### src/rtl/adc_cal_pkg.sv
// Shared types and helpers for the ADC calibration sequencer.
package adc_cal_pkg;

    localparam int unsigned MV_W      = 16;
    localparam int unsigned ACC_MAX_W = 24;

    typedef enum logic [2:0] {
        IDLE,
        SETTLE,
        ACCUM,
        COMPUTE,
        LOAD
    } cal_state_t;

    typedef logic        [MV_W-1:0] mv_t;
    typedef logic signed [MV_W-1:0] off_mv_t;
    typedef logic signed [MV_W:0]   diff_mv_t;

    // Signed difference of two unsigned mV readings, one bit wider than the inputs
    function automatic diff_mv_t mv_diff(input mv_t a, input mv_t b);
        return $signed({1'b0, a}) - $signed({1'b0, b});
    endfunction

    // True when |d| exceeds the limit
    function automatic logic out_of_range(input diff_mv_t d, input int unsigned lim);
        diff_mv_t lim_s;
        lim_s = $signed((MV_W + 1)'(lim));
        return (d > lim_s) || (d < -lim_s);
    endfunction

endpackage

### src/rtl/adc_cal_chan_acc.sv
// One converter channel: latches the newest reading on its strobe, tracks
// whether a reading is pending for the current set, and sums completed sets.
module adc_cal_chan_acc
    import adc_cal_pkg::*;
#(
    parameter int unsigned ACC_W = 20
) (
    input  logic             clk,
    input  logic             reset,
    input  logic             clr,
    input  logic             take,
    input  logic             valid,
    input  logic [MV_W-1:0]  data,
    output logic             fresh,
    output logic [ACC_W-1:0] acc
);

    logic [MV_W-1:0]  val_q, val_d;
    logic             fresh_q, fresh_d;
    logic [ACC_W-1:0] acc_q, acc_d;
    logic [MV_W-1:0]  sample;

    // Latch/accumulate next-state; a same-cycle strobe feeds the sum directly
    always_comb begin
        sample  = valid ? data : val_q;
        val_d   = val_q;
        fresh_d = fresh_q;
        acc_d   = acc_q;
        if (clr) begin
            val_d   = '0;
            fresh_d = 1'b0;
            acc_d   = '0;
        end else begin
            if (valid) begin
                val_d   = data;
                fresh_d = 1'b1;
            end
            if (take) begin
                acc_d   = acc_q + ACC_W'(sample);
                fresh_d = 1'b0;
            end
        end
    end

    // Channel registers
    always_ff @(posedge clk) begin
        if (reset) begin
            val_q   <= '0;
            fresh_q <= 1'b0;
            acc_q   <= '0;
        end else begin
            val_q   <= val_d;
            fresh_q <= fresh_d;
            acc_q   <= acc_d;
        end
    end

    assign fresh = fresh_q;
    assign acc   = acc_q;

endmodule

### src/rtl/adc_cal_sequencer.sv
// Multi-sample one-point calibration of the PWM and R2R ADCs against the XADC.
module adc_cal_sequencer
    import adc_cal_pkg::*;
#(
    parameter int unsigned SETTLE_CYCLES  = 100000,
    parameter int unsigned LOG2_N         = 4,
    parameter int unsigned TIMEOUT_CYCLES = 10000000,
    parameter int unsigned OFF_LIMIT      = 500
) (
    input  logic            clk,
    input  logic            reset,
    input  logic            cal_start,
    input  logic            cal_abort,
    input  logic [MV_W-1:0] ref_mV,
    input  logic            ref_valid,
    input  logic [MV_W-1:0] pwm_mV,
    input  logic            pwm_valid,
    input  logic [MV_W-1:0] r2r_mV,
    input  logic            r2r_valid,
    output logic [MV_W-1:0] off_pwm,
    output logic [MV_W-1:0] off_r2r,
    output logic            off_load,
    output logic            busy,
    output logic            cal_valid,
    output logic            err_timeout,
    output logic            err_range
);

    localparam int unsigned ACC_W  = MV_W + LOG2_N;
    localparam int unsigned SET_W  = LOG2_N + 1;
    localparam int unsigned N_SETS = 1 << LOG2_N;

    cal_state_t       state_q, state_d;
    logic [31:0]      settle_cnt_q, settle_cnt_d;
    logic [31:0]      tmo_cnt_q, tmo_cnt_d;
    logic [SET_W-1:0] set_cnt_q, set_cnt_d;
    off_mv_t          off_pwm_q, off_pwm_d;
    off_mv_t          off_r2r_q, off_r2r_d;
    logic             cal_valid_q, cal_valid_d;
    logic             err_timeout_q, err_timeout_d;
    logic             err_range_q, err_range_d;

    logic             in_accum;
    logic             start_ok;
    logic             ref_v, pwm_v, r2r_v;
    logic             ref_fresh, pwm_fresh, r2r_fresh;
    logic             take;
    logic             last_set;
    logic             settle_done;
    logic             tmo_hit;
    logic [ACC_W-1:0] acc_ref, acc_pwm, acc_r2r;
    mv_t              avg_ref, avg_pwm, avg_r2r;
    diff_mv_t         d_pwm, d_r2r;
    logic             range_bad;

    // Strobes only count while accumulating; a set closes once every channel has a reading
    always_comb begin
        in_accum    = (state_q == ACCUM);
        start_ok    = (state_q == IDLE) && cal_start && !cal_abort;
        ref_v       = in_accum && ref_valid;
        pwm_v       = in_accum && pwm_valid;
        r2r_v       = in_accum && r2r_valid;
        take        = in_accum && (ref_fresh || ref_v) && (pwm_fresh || pwm_v)
                               && (r2r_fresh || r2r_v);
        last_set    = take && (set_cnt_q == SET_W'(N_SETS - 1));
        settle_done = (settle_cnt_q + 32'd1) >= SETTLE_CYCLES;
        tmo_hit     = (tmo_cnt_q + 32'd1) >= TIMEOUT_CYCLES;
        avg_ref     = MV_W'(acc_ref >> LOG2_N);
        avg_pwm     = MV_W'(acc_pwm >> LOG2_N);
        avg_r2r     = MV_W'(acc_r2r >> LOG2_N);
        d_pwm       = mv_diff(avg_ref, avg_pwm);
        d_r2r       = mv_diff(avg_ref, avg_r2r);
        range_bad   = out_of_range(d_pwm, OFF_LIMIT) || out_of_range(d_r2r, OFF_LIMIT);
    end

    adc_cal_chan_acc #(.ACC_W(ACC_W)) u_acc_ref (
        .clk   (clk),
        .reset (reset),
        .clr   (start_ok),
        .take  (take),
        .valid (ref_v),
        .data  (ref_mV),
        .fresh (ref_fresh),
        .acc   (acc_ref)
    );

    adc_cal_chan_acc #(.ACC_W(ACC_W)) u_acc_pwm (
        .clk   (clk),
        .reset (reset),
        .clr   (start_ok),
        .take  (take),
        .valid (pwm_v),
        .data  (pwm_mV),
        .fresh (pwm_fresh),
        .acc   (acc_pwm)
    );

    adc_cal_chan_acc #(.ACC_W(ACC_W)) u_acc_r2r (
        .clk   (clk),
        .reset (reset),
        .clr   (start_ok),
        .take  (take),
        .valid (r2r_v),
        .data  (r2r_mV),
        .fresh (r2r_fresh),
        .acc   (acc_r2r)
    );

    // State register
    always_ff @(posedge clk) begin
        if (reset) begin
            state_q <= IDLE;
        end else begin
            state_q <= state_d;
        end
    end

    // Next-state logic; abort overrides every transition
    always_comb begin
        state_d = state_q;
        case (state_q)
            IDLE:    if (cal_start)   state_d = SETTLE;
            SETTLE:  if (settle_done) state_d = ACCUM;
            ACCUM: begin
                if (last_set)     state_d = COMPUTE;
                else if (tmo_hit) state_d = IDLE;
            end
            COMPUTE: state_d = range_bad ? IDLE : LOAD;
            LOAD:    state_d = IDLE;
            default: state_d = IDLE;
        endcase
        if (cal_abort) state_d = IDLE;
    end

    // Counters, offsets and status flags; abort suppresses any flag or offset update
    always_comb begin
        settle_cnt_d  = settle_cnt_q;
        tmo_cnt_d     = tmo_cnt_q;
        set_cnt_d     = set_cnt_q;
        off_pwm_d     = off_pwm_q;
        off_r2r_d     = off_r2r_q;
        cal_valid_d   = cal_valid_q;
        err_timeout_d = err_timeout_q;
        err_range_d   = err_range_q;
        case (state_q)
            IDLE: begin
                if (start_ok) begin
                    settle_cnt_d  = '0;
                    tmo_cnt_d     = '0;
                    set_cnt_d     = '0;
                    err_timeout_d = 1'b0;
                    err_range_d   = 1'b0;
                end
            end
            SETTLE: settle_cnt_d = settle_cnt_q + 32'd1;
            ACCUM: begin
                tmo_cnt_d = tmo_cnt_q + 32'd1;
                if (take) set_cnt_d = set_cnt_q + SET_W'(1);
                if (!last_set && tmo_hit && !cal_abort) err_timeout_d = 1'b1;
            end
            COMPUTE: begin
                if (!cal_abort) begin
                    if (range_bad) begin
                        err_range_d = 1'b1;
                    end else begin
                        off_pwm_d = off_mv_t'(d_pwm[MV_W-1:0]);
                        off_r2r_d = off_mv_t'(d_r2r[MV_W-1:0]);
                    end
                end
            end
            LOAD: if (!cal_abort) cal_valid_d = 1'b1;
            default: ;
        endcase
    end

    // Datapath registers
    always_ff @(posedge clk) begin
        if (reset) begin
            settle_cnt_q  <= '0;
            tmo_cnt_q     <= '0;
            set_cnt_q     <= '0;
            off_pwm_q     <= '0;
            off_r2r_q     <= '0;
            cal_valid_q   <= 1'b0;
            err_timeout_q <= 1'b0;
            err_range_q   <= 1'b0;
        end else begin
            settle_cnt_q  <= settle_cnt_d;
            tmo_cnt_q     <= tmo_cnt_d;
            set_cnt_q     <= set_cnt_d;
            off_pwm_q     <= off_pwm_d;
            off_r2r_q     <= off_r2r_d;
            cal_valid_q   <= cal_valid_d;
            err_timeout_q <= err_timeout_d;
            err_range_q   <= err_range_d;
        end
    end

    // State-decoded outputs
    always_comb begin
        busy     = (state_q != IDLE);
        off_load = (state_q == LOAD);
    end

    assign off_pwm     = off_pwm_q;
    assign off_r2r     = off_r2r_q;
    assign cal_valid   = cal_valid_q;
    assign err_timeout = err_timeout_q;
    assign err_range   = err_range_q;

endmodule

### config.mk
export PLATFORM = sky130hd
export DESIGN_NAME = adc_cal_sequencer
export DESIGN_NICKNAME = d
export VERILOG_FILES = /design/src/rtl/adc_cal_pkg.sv /design/src/rtl/adc_cal_chan_acc.sv /design/src/rtl/adc_cal_sequencer.sv
export SDC_FILE = /design/constraint.sdc
export NUM_CORES = 1
export LEC_CHECK = 0
export CAP_MARGIN = 20
export CORE_MARGIN = 2
export CORE_UTILIZATION = 30
export DETAILED_ROUTE_END_ITERATION = 8
export PLACE_DENSITY = 0.48
export SKIP_LAST_GASP = 1
export SYNTH_ARGS = -nofsm -noshare
export SYNTH_HDL_FRONTEND = slang
export SYNTH_SLANG_ARGS = --single-unit
### constraint.sdc
create_clock -name clk -period 5.55 [get_ports clk]
set_clock_uncertainty 0.2 [all_clocks]
set_input_delay 1.11 -clock clk [delete_from_list [all_inputs] [get_ports clk]]
set_output_delay 1.11 -clock clk [all_outputs]
set_load 0.005 [all_outputs]
# ---- After elaboration in Yosys (flattened, before gate mapping)
# Index checks and enable logic that the tools add are counted.
dict set report classes {
  n_eq_ne 13
  n_lt_le_gt_ge 6
  add_sub_neg 8
  n_bitwise 2
  reduce_logical 35
  mux 21
}
# cell n
set ops {}
lappend ops {{$pmux W32 S2} 2}
lappend ops {{$add A32 B1 Y32 const B} 2}
lappend ops {{$add A20 B16 Y20} 3}
lappend ops {{$mux W16} 3}
lappend ops {{$gt A17 B10 Y1 const B} 2}
lappend ops {{$lt A17 B10 Y1 const B} 2}
lappend ops {{$sub A16 B16 Y17} 2}
lappend ops {{$ge A32 B17 Y1 const B} 1}
lappend ops {{$ge A32 B24 Y1 const B} 1}
lappend ops {{$mux W32} 1}
lappend ops {{$mux W3} 5}
lappend ops {{$pmux W3 S4} 1}
lappend ops {{$reduce_and A3 Y1} 4}
lappend ops {{$logic_and A1 B1 Y1} 11}
lappend ops {{$mux W5} 2}
lappend ops {{$ne A2 B2 Y1 const B} 5}
lappend ops {{$pmux W5 S2} 1}
lappend ops {{$eq A3 B2 Y1 const B} 2}
lappend ops {{$logic_or A1 B1 Y1} 6}
lappend ops {{$reduce_and A2 Y1} 3}
lappend ops {{$reduce_bool A2 Y1} 3}
lappend ops {{$add A5 B1 Y5 const B} 1}
lappend ops {{$eq A5 B4 Y1 const B} 1}
lappend ops {{$mux W1} 4}
lappend ops {{other kinds (12)} 17}
dict set report totals {
  output_inout_bits 37
  ff_bits 218
  inputBits 55
  word_cells 103
}

# ---- Logic depth before layout (Yosys ltp)
# Gate-level depths: netlist of run 1.
dict set report logic_depth {
  word_depth 12
  ltp_mapped 18
}

# ---- Hierarchy
# From an unflattened synthesis of run 1, not the netlist that was laid out.
dict set report hier_totals {
  cells_unflattened 1754
  hier_area_um2 14348.8
}
# mod instances seq_area_each_um2 cells_per_inst area_each_um2
set modules_own_cells {}
lappend modules_own_cells {adc_cal_sequencer 1 2142.1 1037 7754.9}
lappend modules_own_cells {{adc_cal_chan_acc at u_acc_pwm ...} 2 740.7 229 2132.0}
lappend modules_own_cells {{adc_cal_chan_acc at u_acc_ref} 1 740.7 259 2329.7}

# ---- Worst setup path after synthesis of run 1
# No wires, ideal clock.
dict set report synth_path {
  path_type {in2reg}
  start {in r2r_valid}
  end {reg u_acc_r2r.acc_q[19] (netlist: u_acc_r2r.acc[19])}
  setup_slack_ns 0.637
  arrival_time_ns 4.586
  setup_time_ns 0.128
  path_buffers 2
  cell_stages 16
  path_cell_list {and2_1 clkbuf_1 clkbuf_1 mux2i_1 inv_1 ha_1 a21o_1 a21o_1 a2111oi_0 o31ai_1 o211ai_1 o21ai_0 o41ai_1 nor3_1 xnor2_1 nor2_1}
}
dict set report synth_via {
  elab_chain_len 3
  elab_cells_between_ends 5
}
# element line_no
set synth_lines {}
lappend synth_lines {{from (decl)} adc_cal_sequencer.sv:19} ;# input logic r2r_valid,
lappend synth_lines {{$logic_and A1 B1 Y1} adc_cal_sequencer.sv:62} ;# r2r_v = in_accum && r2r_valid;
lappend synth_lines {{$mux W16} -}
lappend synth_lines {{net u_acc_r2r.sample[1]} adc_cal_chan_acc.sv:21} ;# logic [MV_W-1:0] sample;
lappend synth_lines {{$add A20 B16 Y20} adc_cal_chan_acc.sv:39} ;# acc_d = acc_q + ACC_W'(sample);
lappend synth_lines {{to (signal assigned)} adc_cal_chan_acc.sv:50} ;# acc_q <= '0;
lappend synth_lines {{to (signal assigned)} adc_cal_chan_acc.sv:54} ;# acc_q <= acc_d;
lappend synth_lines {{to (decl)} adc_cal_chan_acc.sv:20} ;# logic [ACC_W-1:0] acc_q, acc_d;
# The timed path passes the listed nets, and every way through them passes these cells.
# A chain may end at the register's enable or synchronous reset.

# ---- Final worst setup path of run 1
dict set report layout_path {
  start {reg state_q[1]}
  end {reg u_acc_r2r.acc_q[17] (netlist: u_acc_r2r.acc[17])}
}
dict set report layout_via {
  elab_cells_between_ends 16
}
# element line_no
set layout_rtl {}
lappend layout_rtl {{from (decl)} adc_cal_sequencer.sv:33} ;# cal_state_t state_q, state_d;
lappend layout_rtl {{from (signal assigned)} adc_cal_sequencer.sv:114} ;# state_q <= state_d;
lappend layout_rtl {{$eq A3 B2 Y1} adc_cal_sequencer.sv:58} ;# in_accum = (state_q == ACCUM);
lappend layout_rtl {{$logic_and A1 B1 Y1} adc_cal_sequencer.sv:62}
lappend layout_rtl {{$mux W16} -}
lappend layout_rtl {{net u_acc_r2r.sample[1]} adc_cal_chan_acc.sv:21}
lappend layout_rtl {{$add A20 B16 Y20} adc_cal_chan_acc.sv:39}
# The timed path passes the listed nets, and every way through them passes these cells.

==> out/results.tsv, run 1 <==
stage	metric	value	unit
run_status	outcome	completed	
clock_tree	cts_made_buffers	28	
grt	grt_max_degree	72	
synth	yosys-top-cells-area	dfxtp_1 31%, ha_1 7.7%, a21oi_1 4.2%, nor2_1 4.0%, o21ai_0 3.9%	
die	die_h	219.1	um
placement	place.gp.congestion	0.8307	
worst_setup_path	critPathMaxFanout	9	
timing	grt_setup_unrepaired	false	
synth	synth_area	13880	um2
grt	grtUsageTotal	15.72	%
drt	via_count	12305	
synth	synth_compound_area_share	21.80	%
cells_and_area	design_area	16320	um2
pwr	p_total	3.611	mW
placement	numPortBuffers	91	
pwr	peakVddDrop	0.2460	mV
timing	finalMaxSlewViolations	0	
synth	synth_top_area_share	31.43	%
cells_and_area	syn_to_final_growth	17.55	%
timing	finalSetupTns	0	ns
drt	wirelength	37590	um
cells_and_area	layout-drive-gt1-share	9.609	%
die	initial_core_util	30.46	%
clock_tree	tritoncts_num_sinks	218	
cells_and_area	fin_cells	2390	
timing	hold_viol_final	0	
grt	grt_antenna_before_repair	1	
drt	first_pass_iters	5	
die	fp.coreArea	45580	um2
timing	slew_headroom	39.86	%
timing	finalCritPeriodShare	87.00	%
die	num_rows	78	
drt	ant_nets	0	
cells_and_area	nets	1914	
drt	drc	0	
synth	yosysWarningCount	0	
clock_tree	htree_num_levels	1	
pwr	cellLeakagePower	6.081	nW
grt	grt_pass1_wl	62080	um
placement	placed_area	15350	um2
synth	async_flop_share	0	%
drt	drt_iter0_drc	884	
drt	wire_per_inst	15.73	um
placement	dp_slack	0.1668	ns
timing	setup_viol	0	
synth	ys_ff_latch	218	
timing	layout_setup_ws	0.7216	ns
timing	worstMarginPinSlew	0.8999	ns
synth	synth_ff_type	dfxtp_1	
synth	synth-simple-area-share	24.48	%
synth	yosys.area_share.adder	8.381	%
worst_setup_path	cp-end-kind	register	
synth	avgSynthCellArea	8.081	um2
synth	yosysTopAreaCell	dfxtp_1	
grt	grt_pass1_vias	11880	
synth	synth-edff-count	0	
synth	yosysSeqAreaShare	31.43	%
synth	synth-xor-area-share	5.110	%
timing	timing.fmax	207.1	MHz
synth	synth_top_family_by_area	simple AND/OR/NAND/NOR gates	
synth	syn_nets	1863	
worst_setup_path	worstSetupPathType	reg2reg	
clock_tree	clockBufferDepth	3	
synth	synth_cells	1718	
hold_path	hold_path_class	reg2reg	
timing	fin_crit	4.828	ns
placement	hpwlAfterDp	27360	um
worst_setup_path	required	5.77	ns
worst_setup_path	reg2reg_slack	0.72	ns
synth	synthMuxAreaShare	4.308	%
clock_tree	clkTransAtPathRegs	0.06	ns
clock_tree	clock_latency	0.55	ns
clock_tree	cts_root_buf	clkbuf_16	
pwr	power-per-cell-area	221.3	nW/um2
clock_tree	cts_tree	built	
die	io_pins	92	
cells_and_area	diodes	0	
die	die_x	219.1	um
worst_setup_path	cp-start-kind	register	
job	maxCapViolations	0	
grt	grt_overflow	0	
worst_setup_path	worstPathArrival	5.04	ns
placement	dp_cells	2339	
synth	synth.distinct_cells	82	
drt	via_per_inst	5.149	
die	dieArea	48010	um2
[critical path, stage by stage, from the launching register on]
cell and delay, ns:
dfxtp_1 0.48, nor3b_4 0.47, and2_1 0.33, mux2i_1 0.35
inv_1 0.09, ha_1 0.27, a21o_1 0.19, a21o_1 0.21
a2111oi_0 0.57, o31ai_1 0.22, o211ai_1 0.32, o21ai_0 0.22
o41ai_1 0.42, nor3_1 0.12, xnor2_1 0.16, nor2_1 0.05
[where the power goes]
part	internal, mW	switching (mW)
combinational	0.0680	0.104
sequential	1.57	0.00353
clock	1.14	0.725
[final timing paths]
path / start / cells after the start / to
worst min register to register: u_acc_ref.acc[3] / 2 / u_acc_ref.acc[3]
worst max register to register: state_q[1] / 15 / u_acc_r2r.acc[17]
worst max-delay path: state_q[1] / 15 / u_acc_r2r.acc[17]
worst min-delay path: u_acc_ref.acc[3] / 2 / u_acc_ref.acc[3]
[cells in the mapped netlist, types with 10 or more instances]
cell	count
a211oi_1	13
a21o_1	18
a21oi_1	116
a22oi_1	14
a311oi_1	17
a31oi_1	21
and2_1	14
and3_1	20
and4_1	11
clkbuf_1	75
dfxtp_1	218
ha_1	85
inv_1	69
mux2_2	45
nand2_1	137
nand2b_1	36
nand3_1	65
nand4_1	19
nor2_1	147
nor2b_1	71
nor3_1	44
nor4_1	11
o211ai_1	17
o21a_1	12
o21ai_0	108
o21ai_1	10
o21ai_2	14
o31ai_1	10
o41ai_1	12
or2_2	13
or3_1	22
or4_1	12
xnor2_1	47
xor2_1	34
[per-stage QoR]
stage | hold WS [ns] | utilization (%)
CTS | 0.2664 | 35.79
global route | 0.2845 | 35.81
detailed placement | 0.2531 | 33.69
finish | 0.2610 | 35.81
global placement | 0.2464 | 33.69
floorplan | 0.2315 | -
[area by class of cell]
class,count,area (um2)
fillers,4706,29260
flip-flops and latches,218,4364
clock inverters,8,71.32
well taps,600,750.7
inverters,69,259.0
multi-input cells,1341,8927
repair buffers,111,1059
clock buffers,43,888.4
[flip-flops by register name, indices dropped and copies added, names as in the netlist, 3 cells and up]
signal / cells
state_q: 3
off_r2r: 16
tmo_cnt_q: 32
settle_cnt_q: 32
off_pwm: 16
u_acc_r2r.acc: 20
set_cnt_q: 5
u_acc_ref.acc: 20
u_acc_pwm.val_q: 16
u_acc_ref.val_q: 16
u_acc_pwm.acc: 20
u_acc_r2r.val_q: 16
[routing by layer]
| metal | part of all wire, % | up-vias | track usage (%) | routed length (um) |
|---|---|---|---|---|
| li1 | - | 6325 | - | - |
| met1 | 50 | 5736 | 21.93 | 18770 |
| met2 | 44 | 193 | 25.52 | 16690 |
| met3 | 3.2 | 51 | 1.954 | 1201 |
| met4 | 2.5 | 0 | 4.144 | 927 |
| met5 | 0 | - | 0 | 0 |
[repair_timing]
action,4_1_cts,5_1_grt
hold buffers,0,0
buffers inserted,0,0
endpoints found under the setup margin,0,1
gates resized for setup,0,1
[cell usage in the layout (no fill, tap or decap), types with 35 or more instances in the layout]
| cell type | n |
|---|---|
| inv_1 | 69 |
| nor2_1 | 146 |
| mux2_2 | 45 |
| nand2_1 | 137 |
| dfxtp_1 | 218 |
| ha_1 | 85 |
| nand3_1 | 65 |
| xnor2_1 | 47 |
| nor2b_1 | 71 |
| nor3_1 | 42 |
| nand2b_1 | 35 |
| a21oi_1 | 116 |
| clkdlybuf4s50_1 | 90 |
| o21ai_0 | 108 |
[cell families (layout without fill, tap and decap cells)]
family                     count (synthesis)  in the layout
and+or+nand+nor                          657            657
AOI/OAI and AO/OA                        459            459
DFF                                      218            218
buffers and inverters                    159            231
adders and majority gates                 90             90
xor gates and xnor gates                  81             81
muxes                                     54             54
Note: power is estimated with default switching activity, not from simulation.
==> inputs of run 2 (changes only) <==
CORE_ASPECT_RATIO = 1.25   (was not set)
CORE_UTILIZATION = 45   (was 30)
PLACE_DENSITY = 0.65   (was 0.48)
==> run 2 against run 1 <==
  * Highest routed layer unchanged
  * Utilization increased by 17 points
  * Clock-buffer cell count decreased by 3
  * Combinational power decreased by 2%
  * Clock power decreased by 13%
  * Critical path depth decreased by 1
  * First-iteration DRC count decreased by 23%
==> out/results.tsv, run 2 (same netlist as run 1, synthesis figures left out) <==
stage	metric	value	unit
run_status	outcome	completed	
die	fp.coreArea	30200	um2
drt	drc	0	
worst_setup_path	crit_start	state_q[1]	
cells_and_area	layout_commonest_cell	dfxtp_1	
drt	wirelength	33860	um
worst_setup_path	cp_common_cell	o31ai_1	
pwr	switchingPower	0.7604	mW
clock_tree	tritoncts_num_sinks	218	
clock_tree	cts_made_buffers	25	
grt	grt_antenna_before_repair	0	
timing	finalMaxSlewViolations	0	
placement	place.gp.congestion	0.8627	
die	num_rows	71	
hold_path	hold_start	u_acc_ref.acc[3]	
die	dieArea	32280	um2
clock_tree	clockBufferDepth	3	
hold_path	hold_path_class	reg2reg	
placement	hpwlAfterDp	24850	um
pwr	combPwrFrac	5.0	%
worst_setup_path	cp_slowest_cell	a2111oi_0	
drt	via_per_inst	5.661	
clock_tree	clock_latency	0.53	ns
grt	met2_usage	36.76	%
die	io_pins	92	
grt	grt.busiest_layer	met2	
clock_tree	postCtsResizedCells	0	
timing	finalCritPeriodShare	87.04	%
cells_and_area	syn_to_final_growth	14.51	%
pwr	peakVddDrop	0.1843	mV
timing	slew_headroom	37.76	%
cells_and_area	regArea	4364	um2
drt	ant_nets	0	
clock_tree	clkTransAtPathRegs	0.06	ns
drt	first_pass_iters	5	
worst_setup_path	cpPeakStageDelay	0.63	ns
grt	met1_usage	25.96	%
worst_setup_path	worstSetupPathType	reg2reg	
die	initial_core_util	45.97	%
placement	dp_slack	0.2136	ns
cells_and_area	nFillCells	2871	
cells_and_area	finalCoreUtilization	52.63	%
clock_tree	ctsHoldBuffers	0	
worst_setup_path	critPathMaxFanout	14	
grt	grt_overflow	0	
timing	hold_viol_final	0	
grt	grt_pass1_vias	11852	
timing	finalSetupTns	0	ns
pwr	p_int	2.604	mW
timing	grt_setup_unrepaired	false	
cells_and_area	fin_cells	2184	
timing	setup_viol	0	
cells_and_area	layout-drive-gt1-share	8.866	%
worst_setup_path	cp-end-kind	register	
grt	met3_usage	2.381	%
cells_and_area	final_cell_mix	218 x dfxtp_1, 146 x nor2_1, 137 x nand2_1	
timing	hold_slack	0.2634	ns
grt	grtUsageTotal	20.66	%
die	die_x	161.1	um
grt	grt_pass1_wl	56940	um
cells_and_area	multiInputGateArea	8916	um2
pwr	cellLeakagePower	5.995	nW
worst_setup_path	cp-start-kind	register	
drt	drt_iter0_drc	677	
drt	via_count	12363	
grt	grt_max_degree	96	
worst_setup_path	worstPathArrival	5.04	ns
job	maxCapViolations	0	
placement	numPortBuffers	91	
placement	dp_cells	2140	
timing	worstMarginPinSlew	0.9335	ns
timing	layout_setup_ws	0.7195	ns
pwr	clkPwrFrac	48.3	%
timing	timing.fmax	207.0	MHz
cells_and_area	nets	1911	
clock_tree	htree_num_levels	1	
clock_tree	cts_root_buf	clkbuf_16	
pwr	sw_frac_of_total	22.60	%
clock_tree	cts_setup_buffers	0	
die	die_h	200.4	um
cells_and_area	top_regs	settle_cnt_q x32, tmo_cnt_q x32	
pwr	power-per-cell-area	211.6	nW/um2
worst_setup_path	reg2reg_from	state_q[1]	
clock_tree	cts_tree	built	
timing	fin_crit	4.830	ns
worst_setup_path	crit_chain	nor3b_2 -> and2_1 -> buf_4 -> mux2_2 -> ha_1 -> a21o_1 -> a2111oi_0 -> o31ai_1 -> o211ai_1 -> o21ai_0 -> o31ai_1 -> nor3_1 -> xnor2_1 -> nor2_1	
pwr	p_seq_share	46.8	%
drt	wire_per_inst	15.50	um
worst_setup_path	required	5.75	ns
## run 2: cell count changes in the layout (fill, tap and decap cells not counted), moves of 4 or more
cell,before,now
clkbuf_16,29,25
clkinv_2,5,1
clkbuf_8,11,7
clkbuf_1,3,8
## run 2: cell type report
class	instances	area share, %
Timing Repair Buffer	111	6.658
Clock inverter	3	0.2755
Sequential cell	218	27.45
Multi-Input combinational cell	1341	56.08
Tap cell	401	3.156
Inverter	69	1.629
Clock buffer	40	4.730
Antenna cell	1	0.01574
## run 2: worst max-delay path: cells and delay by family, from the launching register on
| kind | cells | cell delay (ns) |
|---|---|---|
| AOI/OAI and AO/OA | 6 | 1.98 |
| xor gates and xnor gates | 1 | 0.16 |
| adders and majority gates | 1 | 0.32 |
| buffers and inverters | 1 | 0.25 |
| DFF | 1 | 0.47 |
| and+or+nand+nor | 4 | 0.96 |
| muxes | 1 | 0.37 |
## run 2: power groups by stage
stage	logic, mW	registers [mW]	clock network [mW]
final	0.167	1.57	1.62
after global routing	0.185	1.57	1.72
after CTS	0.169	1.57	1.66
after detailed placement	0.168	1.61	0
after global placement	0.167	1.61	0
after floorplan	0.0931	1.61	0
## run 2: final timing paths
| kind | to | slack, ns | depth (start not counted) |
|---|---|---|---|
| worst max-delay path | u_acc_pwm.acc[17] | 0.72 | 14 |
| worst min-delay path | u_acc_ref.acc[3] | 0.26 | 2 |
| worst max register to register | u_acc_pwm.acc[17] | 0.72 | 14 |
| worst min register to register | u_acc_ref.acc[3] | 0.26 | 2 |
## run 2: layer usage
| metal | vias up | part of all wire, % |
|---|---|---|
| met5 | - | 0 |
| met4 | 0 | 2.7 |
| met3 | 55 | 3.6 |
| met2 | 213 | 48 |
| met1 | 5791 | 46 |
| li1 | 6304 | - |
## run 2: through the flow
| stage | total power, mW | cell area, um2 |
|---|---|---|
| after global routing | 3.481 | 15900 |
| after CTS | 3.404 | 15900 |
| after detailed placement | 1.776 | 15100 |
| after floorplan | 1.700 | 13880 |
| after global placement | 1.774 | 15100 |
| final | 3.364 | 15900 |
==> inputs of run 3 (changes only) <==
CORE_MARGIN = 10   (was 2)
==> run 3 against run 2 <==
  * Non-clock buffer count rose by 1
  * Register-to-register slack improved by 0.02 ns
  * Global-route usage fell by 2.7 points
  * Flip-flop and latch count did not move
  * Combinational power barely moved
  * Clock power rose by 8%
  * Final area rose by 0.58%
  * Utilization rose by 0.15 points
  * Cell count rose by 0.23%
  * Setup slack improved by 0.018 ns
  * First-iteration DRC count rose by 2.8%
  * Largest cell class unchanged
==> out/results.tsv, run 3 (same netlist as run 1, synthesis figures left out) <==
stage	metric	value	unit
run_status	outcome	completed	
pwr	power-per-cell-area	218.2	nW/um2
pwr	cellLeakagePower	6.044	nW
cells_and_area	layout_commonest_cell	dfxtp_1	
drt	drt_iter0_drc	696	
grt	grt_overflow	0	
cells_and_area	diodes	0	
worst_setup_path	cp-start-kind	register	
grt	grt_pass1_wl	58770	um
hold_path	hold_path_class	reg2reg	
placement	place.gp.congestion	0.9300	
grt	grt_pass1_vias	11962	
worst_setup_path	r2r_cells	15	
worst_setup_path	required	5.76	ns
timing	finalSetupTns	0	ns
clock_tree	ctsHoldBuffers	0	
clock_tree	clkTransAtPathRegs	0.06	ns
drt	ant_nets	0	
drt	via_per_inst	5.673	
worst_setup_path	worstPathArrival	5.02	ns
die	dieArea	38320	um2
die	initial_core_util	45.83	%
hold_path	whs_path_depth	2	
worst_setup_path	critPathMaxFanout	9	
pwr	p_int	2.698	mW
drt	drc	0	
grt	grt_max_degree	87	
timing	finalMaxSlewViolations	0	
worst_setup_path	timing.rr.end	u_acc_r2r.acc[17]	
pwr	sw_frac_of_total	22.67	%
pwr	p_seq_share	45.1	%
pwr	peakVddDrop	0.2491	mV
clock_tree	clock_latency	0.54	ns
clock_tree	htree_num_levels	1	
timing	fin_crit	4.812	ns
die	num_rows	71	
hold_path	min_to	u_acc_ref.acc[3]	
die	die_h	216.4	um
hold_path	hold_start	u_acc_ref.acc[3]	
drt	wire_per_inst	16.07	um
worst_setup_path	crit_start	state_q[1]	
timing	grt_setup_unrepaired	false	
drt	via_count	12418	
job	maxCapViolations	0	
clock_tree	tritoncts_num_sinks	218	
worst_setup_path	worstSetupPathType	reg2reg	
drt	first_pass_iters	5	
cells_and_area	final_cell_mix	218 x dfxtp_1, 146 x nor2_1, 137 x nand2_1	
die	fp.coreArea	30290	um2
pwr	clkPwrFrac	50.1	%
timing	slew_headroom	26.73	%
timing	setup_viol	0	
worst_setup_path	reg2reg_from	state_q[1]	
placement	dp_cells	2141	
grt	grtUsageTotal	17.92	%
pwr	switchingPower	0.7912	mW
cells_and_area	layout-drive-gt1-share	9.284	%
timing	worstMarginPinSlew	1.095	ns
placement	hpwlAfterDp	25650	um
grt	grt_antenna_before_repair	0	
timing	finalCritPeriodShare	86.71	%
cells_and_area	nets	1913	
drt	wirelength	35170	um
clock_tree	cts_setup_buffers	0	
cells_and_area	syn_to_final_growth	15.18	%
placement	numPortBuffers	91	
die	die_x	177.1	um
clock_tree	cts_tree	built	
clock_tree	cts_root_buf	clkbuf_16	
clock_tree	clockBufferDepth	3	
worst_setup_path	cp-end-kind	register	
die	io_pins	92	
cells_and_area	fin_cells	2189	
timing	timing.fmax	207.8	MHz
cells_and_area	top_regs	settle_cnt_q x32, tmo_cnt_q x32	
clock_tree	cts_made_buffers	26	
pwr	combPwrFrac	4.8	%
worst_setup_path	reg2reg_slack	0.74	ns
clock_tree	postCtsResizedCells	0	
timing	hold_viol_final	0	
## run 3: changes by cell type in the layout (fill, tap and decap cells not counted), moves of 2 or more
cell | previous run | this run
clkbuf_1 | 8 | 6
bufinv_16 | 1 | 3
clkbuf_8 | 7 | 4
clkinv_2 | 1 | 6
## run 3: final cells by class
class                           count  area [um2]
Fill cell                        2856       14300
Multi-Input combinational cell   1341        8916
Sequential cell                   218        4364
Timing Repair Buffer              112        1066
Clock buffer                       36       728.2
Tap cell                          401       501.7
Inverter                           69       259.0
Clock inverter                     12       155.1
## run 3: worst max path at each step
stage                   endpoint  slack, ns  cells after the start
3_5_place_dp   u_acc_pwm.acc[17]       0.20                     14
3_3_place_gp   u_acc_pwm.acc[17]       0.24                     14
2_1_floorplan  u_acc_r2r.acc[19]       0.64                     16
5_1_grt        u_acc_pwm.acc[17]       0.38                     15
6_report       u_acc_r2r.acc[17]       0.74                     15
4_1_cts        u_acc_pwm.acc[17]       0.75                     14
## run 3: critical path, stage by stage, from the launching register on
cell	delay, ns
dfxtp_1	0.46
nor3b_2	0.52
and2_1	0.27
mux2i_1	0.41
inv_1	0.08
ha_1	0.27
a21o_1	0.18
a21o_1	0.21
a2111oi_0	0.58
o31ai_1	0.22
o211ai_1	0.32
o21ai_0	0.23
o41ai_1	0.39
nor3_1	0.11
xnor2_1	0.16
nor2_1	0.05
## run 3: per-stage QoR
stage	total power, mW	util, %	hold WS (ns)	instance area (um2)	setup WS, ns
floorplan	1.700	-	0.2315	13880	0.6368
detailed placement	1.776	49.87	0.2536	15110	0.1984
global route	3.609	52.79	0.2859	15990	0.3800
finish	3.490	52.79	0.2648	15990	0.7377
global placement	1.774	49.87	0.2464	15110	0.2365
CTS	3.530	52.79	0.2669	15990	0.7487
## run 3: power groups by stage
stage,Combinational [mW],Clock [mW],Sequential [mW]
global placement,0.167,0,1.61
CTS,0.169,1.79,1.57
detailed placement,0.168,0,1.61
finish,0.168,1.75,1.57
floorplan,0.0931,0,1.61
global route,0.185,1.85,1.57
## run 3: metal layers
layer	global-route usage [%]	wire length, um	vias to the layer above
li1	-	-	6309
met1	22.40	15770	5803
met2	31.62	17080	262
met3	2.313	1629	44
met4	4.463	685	0
met5	0	0	-
==> patch, RTL diff (settings of run 1) <==
`MV_W`: 16 -> 12.
--- a/src/rtl/adc_cal_pkg.sv
+++ b/src/rtl/adc_cal_pkg.sv
@@ -3,3 +3,3 @@
 
-    localparam int unsigned MV_W      = 16;
+    localparam int unsigned MV_W      = 12;
     localparam int unsigned ACC_MAX_W = 24;
Ports: changed (5 resized); port bits go from 92 to 72. No check against the original RTL was run, so the function may have changed too.
==> patch against run 1 <==
Synthesized area down 18%; wire length down 18%; sequential cell count down 32; critical path type unchanged; highest routed layer unchanged; clock power is 23% lower; cell area is 19% lower; setup slack improved by 0.36 ns; power decreased by 19%; utilization fell by 0.62 points.
==> patch: results <==
group,metric,value,unit
worst_setup_path,cp_max_fo,8,
worst_setup_path,crit_slowest_cell,"nor3b_2",
synthesis,synth_cell_types,80,
synthesis,ys_top_cells_by_area,"dfxtp_1 (33%), ha_1 (7.1%), a21oi_1 (4.5%)",
worst_setup_path,r2r_start,"state_q[1]",
global_routing,grt_max_degree,51,
synthesis,syn_nets,1516,
hold_path,hp-start,"err_range",
detailed_routing,drtIter0Drc,501,
clocking,clockBufferDepth,2,
synthesis,yosysSeqAreaShare,32.8,%
pwr,p_leak,4.82,nW
run_status,status,"completed",
synthesis,syn_avg_cell_area,8.08,µm²
timing,tightestPinTransition,0.962,ns
placed_design,place_ws,0.629,ns
clocking,clk_latency,0.45,ns
synthesis,ys_warn_count,0,
worst_setup_path,arrival,4.61,ns
detailed_routing,routed_via_density,5.17,
placed_design,gp_congestion,0.796,
global_routing,grt_pass1_vias,9629,
worst_setup_path,reg2regPathDepth,13,
clocking,cts_resized,0,
global_routing,grt_pass1_wl,50200,µm
cells_and_area,fillers,4008,
placed_design,dpl.hpwl,22300,µm
synthesis,synth.cells.most_frequent,"dfxtp_1 (186), nor2_1 (124), nand2_1 (121), a21oi_1 (103), o21ai_0 (83)",
placed_design,dp.cells,1924,
hold_path,worst_hold_path.endpoint,"err_range",
worst_setup_path,critPathMaxStageDelay,0.60,ns
pwr,vdd_drop_max,0.234,mV
worst_setup_path,r2r_end,"u_acc_r2r.acc[11]",
worst_setup_path,reg2reg_setup_slack,1.08,ns
clocking,cts_buffers,17,
global_routing,grtUsageTotal,16.0,%
detailed_routing,routed_wl,30800,µm
timing,setup_tns,0,ns
placed_design,port_buffers,71,
cells_and_area,drive_gt1_share,7.14,%
timing,whs,0.265,ns
## patch: layout make-up
| cell class | count | area, µm² | share of cell area (%) |
|---|---|---|---|
| Clock buffer | 18 | 429 | 3.25 |
| Clock inverter | 12 | 246 | 1.87 |
| Inverter | 59 | 221 | 1.68 |
| Multi-Input combinational cell | 1081 | 7110 | 53.9 |
| Sequential cell | 186 | 3720 | 28.2 |
| Tap cell | 511 | 639 | 4.85 |
| Timing Repair Buffer | 87 | 826 | 6.26 |
## patch: power breakdown
group / total, mW / leakage [nW] / switching, mW / internal (mW)
clock: 1.44 / 0.324 / 0.551 / 0.887
sequential: 1.34 / 1.50 / 0.00368 / 1.34
combinational: 0.144 / 3.00 / 0.0900 / 0.0537
total: 2.92 / 4.82 / 0.645 / 2.28
## patch: logic make-up after synthesis
group | synth area share, %
muxes | 3.73
buffers and inverters | 4.62
xor gates and xnor gates | 5.38
and+or+nand+nor | 22.9
adders and majority gates | 7.94
DFF | 32.8
AOI/OAI and AO/OA | 22.6
## patch: how the worst max path moves through the flow
stage               start                end  slack, ns  depth (start not counted)
5_1_grt        state_q[1]  u_acc_ref.acc[15]       0.63                         14
4_1_cts        state_q[1]  u_acc_ref.acc[13]       1.08                         14
3_5_place_dp    ref_valid  u_acc_ref.acc[15]       0.63                         14
2_1_floorplan   pwm_valid  u_acc_pwm.acc[13]       1.21                         14
3_3_place_gp    ref_valid  u_acc_ref.acc[14]       0.65                         15
6_report       state_q[1]  u_acc_r2r.acc[11]       1.08                         13
## patch: layer usage
metal,global-route usage [%],part of all wire (%),vias to the layer above
met1,21.2,48,4810
li1,-,-,5154
met2,27.3,48,125
met3,2.34,2.7,17
met5,0,0,-
met4,4.37,1.2,0
